File: config.mk
export PLATFORM = sky130hd
export DESIGN_NAME = approx_rc_adder_pipe
export DESIGN_NICKNAME = d
export VERILOG_FILES = /design/src/rtl/approx_rc_adder_pipe.sv
export SDC_FILE = /design/constraint.sdc
export NUM_CORES = 1
export LEC_CHECK = 0
export ABC_AREA = 0
export CAP_MARGIN = 5
export CORE_UTILIZATION = 46
export CTS_CLUSTER_DIAMETER = 200
export DETAILED_ROUTE_END_ITERATION = 8
export PLACE_DENSITY = 0.79
export SLEW_MARGIN = 20
export SYNTH_ARGS = -nofsm -noshare
export SYNTH_HDL_FRONTEND = slang
export SYNTH_SLANG_ARGS = --single-unit
File: constraint.sdc
create_clock -name clk -period 7.15 [get_ports clk]
set_clock_uncertainty 0.1 [all_clocks]
set_input_delay 0.715 -clock clk [delete_from_list [all_inputs] [get_ports clk]]
set_output_delay 0.715 -clock clk [all_outputs]
set_load 0.05 [all_outputs]
File: src/rtl/approx_rc_adder_pipe.sv
// Two-stage approximate ripple-carry adder with exact reference,
// per-sample absolute error and saturating error/sample accumulators.
module approx_rc_adder_pipe #(
    parameter int WIDTH       = 16,
    parameter int APPROX_BITS = 8,
    parameter int ACC_W       = 32,
    parameter int CNT_W       = 16
) (
    input  logic             clk,
    input  logic             rst,
    input  logic             in_valid,
    output logic             in_ready,
    input  logic [WIDTH-1:0] in1,
    input  logic [WIDTH-1:0] in2,
    input  logic             mode,
    input  logic             acc_clear,
    output logic             out_valid,
    input  logic             out_ready,
    output logic [WIDTH:0]   out_sum,
    output logic [WIDTH:0]   out_err,
    output logic [ACC_W-1:0] err_acc,
    output logic [CNT_W-1:0] sample_cnt
);

    localparam int SW = ((ACC_W > WIDTH + 1) ? ACC_W : WIDTH + 1) + 1;
    localparam int CW = CNT_W + 1;

    logic             s1_v;
    logic [WIDTH-1:0] s1_lo;
    logic             s1_c;
    logic [WIDTH-1:0] s1_a;
    logic [WIDTH-1:0] s1_b;
    logic             s1_mode;
    logic [WIDTH:0]   s1_exact;
    logic             s2_v;

    logic s1_adv;
    logic s2_adv;
    logic xfer;

    assign s2_adv    = ~s2_v | out_ready;
    assign s1_adv    = ~s1_v | s2_adv;
    assign in_ready  = s1_adv & ~rst;
    assign out_valid = s2_v;
    assign xfer      = s2_v & out_ready;

    // Low segment: approximate cells unless mode forces exact ones.
    // Upper operand bits are kept masked so stage 2 adds only them.
    logic [WIDTH-1:0] lo_c_sum;
    logic [WIDTH-1:0] hi_a;
    logic [WIDTH-1:0] hi_b;
    logic             lo_c;

    always_comb begin
        lo_c     = 1'b0;
        lo_c_sum = '0;
        hi_a     = '0;
        hi_b     = '0;
        for (int i = 0; i < WIDTH; i++) begin
            if (i < APPROX_BITS) begin
                if (mode) begin
                    lo_c_sum[i] = in1[i] ^ in2[i] ^ lo_c;
                    lo_c = (in1[i] & in2[i]) |
                           (lo_c & (in1[i] ^ in2[i]));
                end else begin
                    lo_c_sum[i] = in1[i] & ~lo_c;
                    lo_c = 1'b1;
                end
            end else begin
                hi_a[i] = in1[i];
                hi_b[i] = in2[i];
            end
        end
    end

    logic [WIDTH:0] sum_c;
    logic [WIDTH:0] err_c;

    always_comb begin
        sum_c = ({1'b0, s1_a} + {1'b0, s1_b} +
                 ((WIDTH + 1)'(s1_c) << APPROX_BITS)) |
                {1'b0, s1_lo};
        if (s1_mode)
            err_c = '0;
        else if (sum_c > s1_exact)
            err_c = sum_c - s1_exact;
        else
            err_c = s1_exact - sum_c;
    end

    logic [SW-1:0]    acc_base;
    logic [SW-1:0]    acc_next;
    logic [ACC_W-1:0] acc_sat;
    logic [CW-1:0]    cnt_base;
    logic [CW-1:0]    cnt_next;
    logic [CNT_W-1:0] cnt_sat;

    // A clear coinciding with a transfer restarts from that sample.
    always_comb begin
        acc_base = acc_clear ? '0 : SW'(err_acc);
        acc_next = acc_base + (xfer ? SW'(out_err) : '0);
        if (acc_next > SW'({ACC_W{1'b1}}))
            acc_sat = '1;
        else
            acc_sat = acc_next[ACC_W-1:0];
        cnt_base = acc_clear ? '0 : CW'(sample_cnt);
        cnt_next = cnt_base + CW'(xfer);
        if (cnt_next[CNT_W])
            cnt_sat = '1;
        else
            cnt_sat = cnt_next[CNT_W-1:0];
    end

    always_ff @(posedge clk) begin
        if (rst) begin
            s1_v       <= 1'b0;
            s1_lo      <= '0;
            s1_c       <= 1'b0;
            s1_a       <= '0;
            s1_b       <= '0;
            s1_mode    <= 1'b0;
            s1_exact   <= '0;
            s2_v       <= 1'b0;
            out_sum    <= '0;
            out_err    <= '0;
            err_acc    <= '0;
            sample_cnt <= '0;
        end else begin
            if (s1_adv) begin
                s1_v <= in_valid;
                if (in_valid) begin
                    s1_lo    <= lo_c_sum;
                    s1_c     <= lo_c;
                    s1_a     <= hi_a;
                    s1_b     <= hi_b;
                    s1_mode  <= mode;
                    s1_exact <= {1'b0, in1} + {1'b0, in2};
                end
            end
            if (s2_adv) begin
                s2_v <= s1_v;
                if (s1_v) begin
                    out_sum <= sum_c;
                    out_err <= err_c;
                end
            end
            err_acc    <= acc_sat;
            sample_cnt <= cnt_sat;
        end
    end

endmodule
# --- Word level (Yosys, flattened, before mapping) ---
# Cells that the tools add are included.
# Widths: inputs -> output; s select.
word_totals:
  ff_bits: 127
  in_bits: 38
  output_inout_bits: 84
  word_cells: 105
op_classes:
  addsub: 7
  n_lt_le_gt_ge: 2
  n_mux: 23
  n_bitwise: 59
  n_reduce_logical: 2
op_table:
  columns: ["cell", "n"]
  rows:
  - ["$mux 32", 2]
  - ["$mux 17", 3]
  - ["$add 16x16->17", 2]
  - ["$sub 17x17->17", 2]
  - ["$add 32x17->33", 1]
  - ["$gt 33x32->1 const B", 1]
  - ["$mux 16", 2]
  - ["$and 1x1->1", 24]
  - ["$add 16x1->17", 1]
  - ["$add 17x9->17", 1]
  - ["$gt 17x17->1", 1]
  - ["$or 17x8->17", 1]
  - ["$mux 1", 16]
  - ["$xor 1x1->1", 15]
  - ["$not 1->1", 10]
  - ["$or 1x1->1", 9]
  - ["$reduce_and 2->1", 2]

# --- Depth between registers and ports, before layout ---
depth:
  depth_word: 23
  depth_mapped: 20
  mapped_depth_nobuf: 19

# --- Worst setup path before layout ---
# No wires, ideal clock.
synth_path:
  path_kind: "in2reg"
  start: "input mode"
  end: "register s1_lo[7]"
  setup_ns: 0.070
  t_arrival_ns: 4.897
  required_ns: 6.980
  path_slack_ns: 2.082
  stages: 18
  n_path_buf: 2
  cell_sequence: "clkbuf_1 clkbuf_1 nor2b_1 fa_1 and2_1 fa_1 and2_1 fa_1 and2_1 fa_1 and2_1 fa_1 and2_1 fa_1 and2_1 fa_1 nand3b_1 a21oi_1"
synth_via:
  elab_chain_cells: 22
  elab_cells_between_ends: 23
  classes_between: "mux (8); bitwise (15)"
synth_lines:
  columns: ["item", "line_no", "source"]
  rows:
  - ["start, declared", "15", "input logic mode,"]
  - ["$mux 1", "61", "if (mode) begin"]
  - ["$and 1x1->1", "64", "(lo_c & (in1[i] ^ in2[i]));"]
  - ["$or 1x1->1", "63", "lo_c = (in1[i] & in2[i]) |"]
  - ["$mux 1", "61", null]
  - ["$and 1x1->1", "64", null]
  - ["$or 1x1->1", "63", null]
  - ["$mux 1", "61", null]
  - ["$and 1x1->1", "64", null]
  - ["[... 6 more ...]", null, null]
  - ["$or 1x1->1", "63", null]
  - ["$mux 1", "61", null]
  - ["$and 1x1->1", "64", null]
  - ["$or 1x1->1", "63", null]
  - ["$mux 1", "61", null]
  - ["$not 1->1", "66", "lo_c_sum[i] = in1[i] & ~lo_c;"]
  - ["$and 1x1->1", "66", null]
  - ["$mux 1 *", "61", null]
  - ["end signal, assigned", "132", "s1_lo <= lo_c_sum;"]
  - ["end, declared", "29", "logic [WIDTH-1:0] s1_lo;"]
# Every way passes the cells marked *; elsewhere a longest branch is shown, timed or not.
# A chain may end at the register's enable or synchronous reset.

# --- Final worst setup path ---
# Same ends and word-level chain as after synthesis.

==> impl_metrics.tcl <==
set metrics [dict create \
    syn_area_um2 8570 \
    power_leakage_nw 4.39 \
    initial_core_util_pct 47.4 \
    arrival_ns 5.48 \
    yosys_warnings 0 \
    rows 49 \
    portBuffers 121 \
    holdBufCountCts 0 \
    crit_path_end_kind "register" \
    setup_viol 0 \
    chipHeight_um 139 \
    synth_nets 1193 \
    vias 7752 \
    via_per_inst 5.56 \
    setup_tns_ns 0 \
    hold_violations 0 \
    insertion_delay_ns 0.43 \
    hold_path.class "register to register" \
    synth_edf_count 0 \
    drt_pre_antenna_iters 8 \
    ys_types 68 \
    htree_levels 4 \
    violations "design-rule violations" \
    drt-wirelength-per-cell_um 16.0 \
    ys_seq_area_share_pct 29.7 \
    hold-worst-slack_ns 0.354 \
    outcome "finished with violations" \
    min_to "out_sum[1]" \
    nets 1284 \
    path_clk_slew_ns 0.06 \
    core_um2 18100 \
    grt_max_degree 96 \
    max_slew.worst_pin.slew_ns 1.05 \
    synth_area_leader_cell "dfxtp_1" \
    grt_pass1_vias 7180 \
    dieArea_um2 19200 \
    cts-root-buf "clkbuf_16" \
    max_cap_violations 0 \
    setup_slack_ns 1.85 \
    yosysMostFrequentCell "a21oi_1" \
    numCtsBuffers 17 \
    post-route-drc-count 25 \
    drt_iter0_drc 555 \
    post_cts_resized 0 \
    critPathMaxFanout 17 \
    clk_path_buf_depth 2 \
    clock-sinks 127 \
    dpl.hpwl_mm 16.4 \
    routabilityCongestion 0.899 \
    hold_depth 2 \
    area_growth_pct 22.3 \
    numPlacedInstances 1361 \
    relSlewSlack_pct 29.8 \
    grt_pass1_wl_mm 36.2 \
    synth_area_leaders "dfxtp_1, ha_1, a21oi_1, nand2_1, xnor2_1" \
    rsz0062_at_grt "false" \
    layout-drive-gt1-share_pct 5.15 \
    finalCritPeriodShare_pct 74.2 \
    synth.top_cells.by_count "a21oi_1, nand2_1, dfxtp_1" \
    layout_min_cycle_time_ns 5.30 \
    io_pins 122 \
    yosys.area.top_type_share_pct 29.7 \
    synth_flop_cell "dfxtp_1" \
    post-route-util_pct 58.0 \
    peakVddDrop_mv 0.166 \
    grt.total_usage_pct 23.3 \
    fin_cells 1393 \
    r2r_setup_slack_ns 1.86 \
    critPathLaunchType "primary input" \
    fmax_mhz 189 \
    overflow 0 \
    cp.required_ns 7.32 \
    dp_slack_ns 1.41 \
    cts_tree "yes" \
    final_antenna_net_count 0 \
    power_density_nw_per_um2 236 \
    drv_slew 0 \
    r2r-start "s1_c" \
    r2r_cells 18 \
    die_w_um 139 \
    syn_inst 1060 \
    synth_area_per_cell_um2 8.09 \
    setup.worst_path.class "primary input to register" \
    wl_mm 22.3 \
    async_reset_ff_share_pct 0 \
    post_cts_buffers 0 \
    diodes 0 \
    synth-seq-cells 127 \
    min_from "out_sum[1]" \
    antenna_found_initial 0 \
    rr_endpoint "out_err[15]" \
]
[worst max path at each step]
stage / start / to / depth (start not counted)
floorplan: mode / s1_lo[7] / 18
global placement: mode / s1_lo[7] / 17
detailed placement: mode / s1_lo[7] / 17
CTS: mode / s1_lo[7] / 17
global route: s1_c / out_err[15] / 18
finish: mode / s1_lo[7] / 17
[layer usage]
metal / GRT usage, % / part of all wire (%)
met5: 0 / 0
met4: 6.86 / 1.5
met3: 4.45 / 6.3
met2: 38.4 / 47
met1: 31.0 / 45
[cell usage in the layout, fill, tap and decap left out, drive strengths merged, types with 4 or more instances in the layout]
| cell | Yosys | layout |
|---|---|---|
| nand2 | 136 | 136 |
| a21o | 34 | 34 |
| xnor2 | 43 | 43 |
| bufinv | 0 | 4 |
| or2 | 4 | 4 |
| and3 | 19 | 19 |
| clkdlybuf4s50 | 0 | 120 |
| and2 | 9 | 9 |
| a211oi | 11 | 11 |
| a22o | 8 | 8 |
| mux2i | 8 | 8 |
| a211o | 4 | 4 |
| nor2b | 33 | 33 |
| and4 | 7 | 7 |
| a31oi | 8 | 8 |
| dfxtp | 127 | 127 |
| nand3 | 16 | 16 |
| inv | 72 | 75 |
| nand3b | 9 | 9 |
| o21a | 13 | 13 |
| fa | 13 | 13 |
| nor3 | 11 | 11 |
| buf | 16 | 7 |
| nor2 | 57 | 57 |
| a21oi | 145 | 145 |
| o21bai | 7 | 7 |
| o21ai | 31 | 31 |
| a22oi | 5 | 5 |
| nand2b | 15 | 15 |
| ha | 82 | 82 |
| or3 | 4 | 4 |
| clkbuf | 39 | 19 |
| o22ai | 7 | 7 |
| xor2 | 24 | 24 |
| nand4 | 16 | 16 |
[area by class of cell]
type | count | area (µm²)
inverters | 72 | 270
fillers | 1563 | 7600
clock inverters | 13 | 184
clock buffers | 19 | 433
well taps | 229 | 287
multi-input cells | 806 | 5510
repair buffers | 127 | 1250
flip-flops and latches | 127 | 2540
[per-stage QoR]
stage / instance area [µm²] / power, W
after floorplan: 8570 / 0.00137
after global placement: 9870 / 0.00155
after detailed placement: 9870 / 0.00156
after CTS: 10500 / 0.00247
after global routing: 10500 / 0.00258
final: 10500 / 0.00247
[kinds of logic (layout without fill, tap and decap cells)]
kind of cell / after synthesis / after routing / share of synthesized area (%)
simple gates: 342 / 342 / 19.7
compound gates: 293 / 293 / 21.6
flops: 127 / 127 / 29.7
buf+inv: 127 / 231 / 6.06
fa+ha+maj: 95 / 95 / 15.0
xor+xnor: 67 / 67 / 6.84
mux: 9 / 9 / 1.07
[where the power goes]
group	internal (W)	switching, W	leakage (nW)	total [W]
clock network	0.000584	0.000333	0.294	0.000917
logic	0.000306	0.000467	3.07	0.000773
registers	0.000746	0.0000360	1.03	0.000782
total	0.00164	0.000836	4.39	0.00247
[sequential cells by signal, summed over array words and instances, names as in the netlist]
| name | flops |
|---|---|
| s1_exact | 17 |
| s1_mode | 1 |
| s1_b | 8 |
| s1_lo | 8 |
| err_acc | 32 |
| out_valid | 1 |
| out_err | 17 |
| s1_c | 1 |
| s1_a | 8 |
| s1_v | 1 |
| out_sum | 17 |
| sample_cnt | 16 |
[critical path: stages]
cell and delay [ns]:
clkdlybuf4s50_1 0.68, nor2b_1 0.28, fa_1 0.36, and2_1 0.18, fa_1 0.34, and2_1 0.17, fa_1 0.35, and2_1 0.17
fa_1 0.36, and2_1 0.17, fa_1 0.35, and2_1 0.17, fa_1 0.35, and2_1 0.17, fa_1 0.47, nand3b_1 0.10
a21oi_1 0.08
Power figures use the tool's default switching activity.
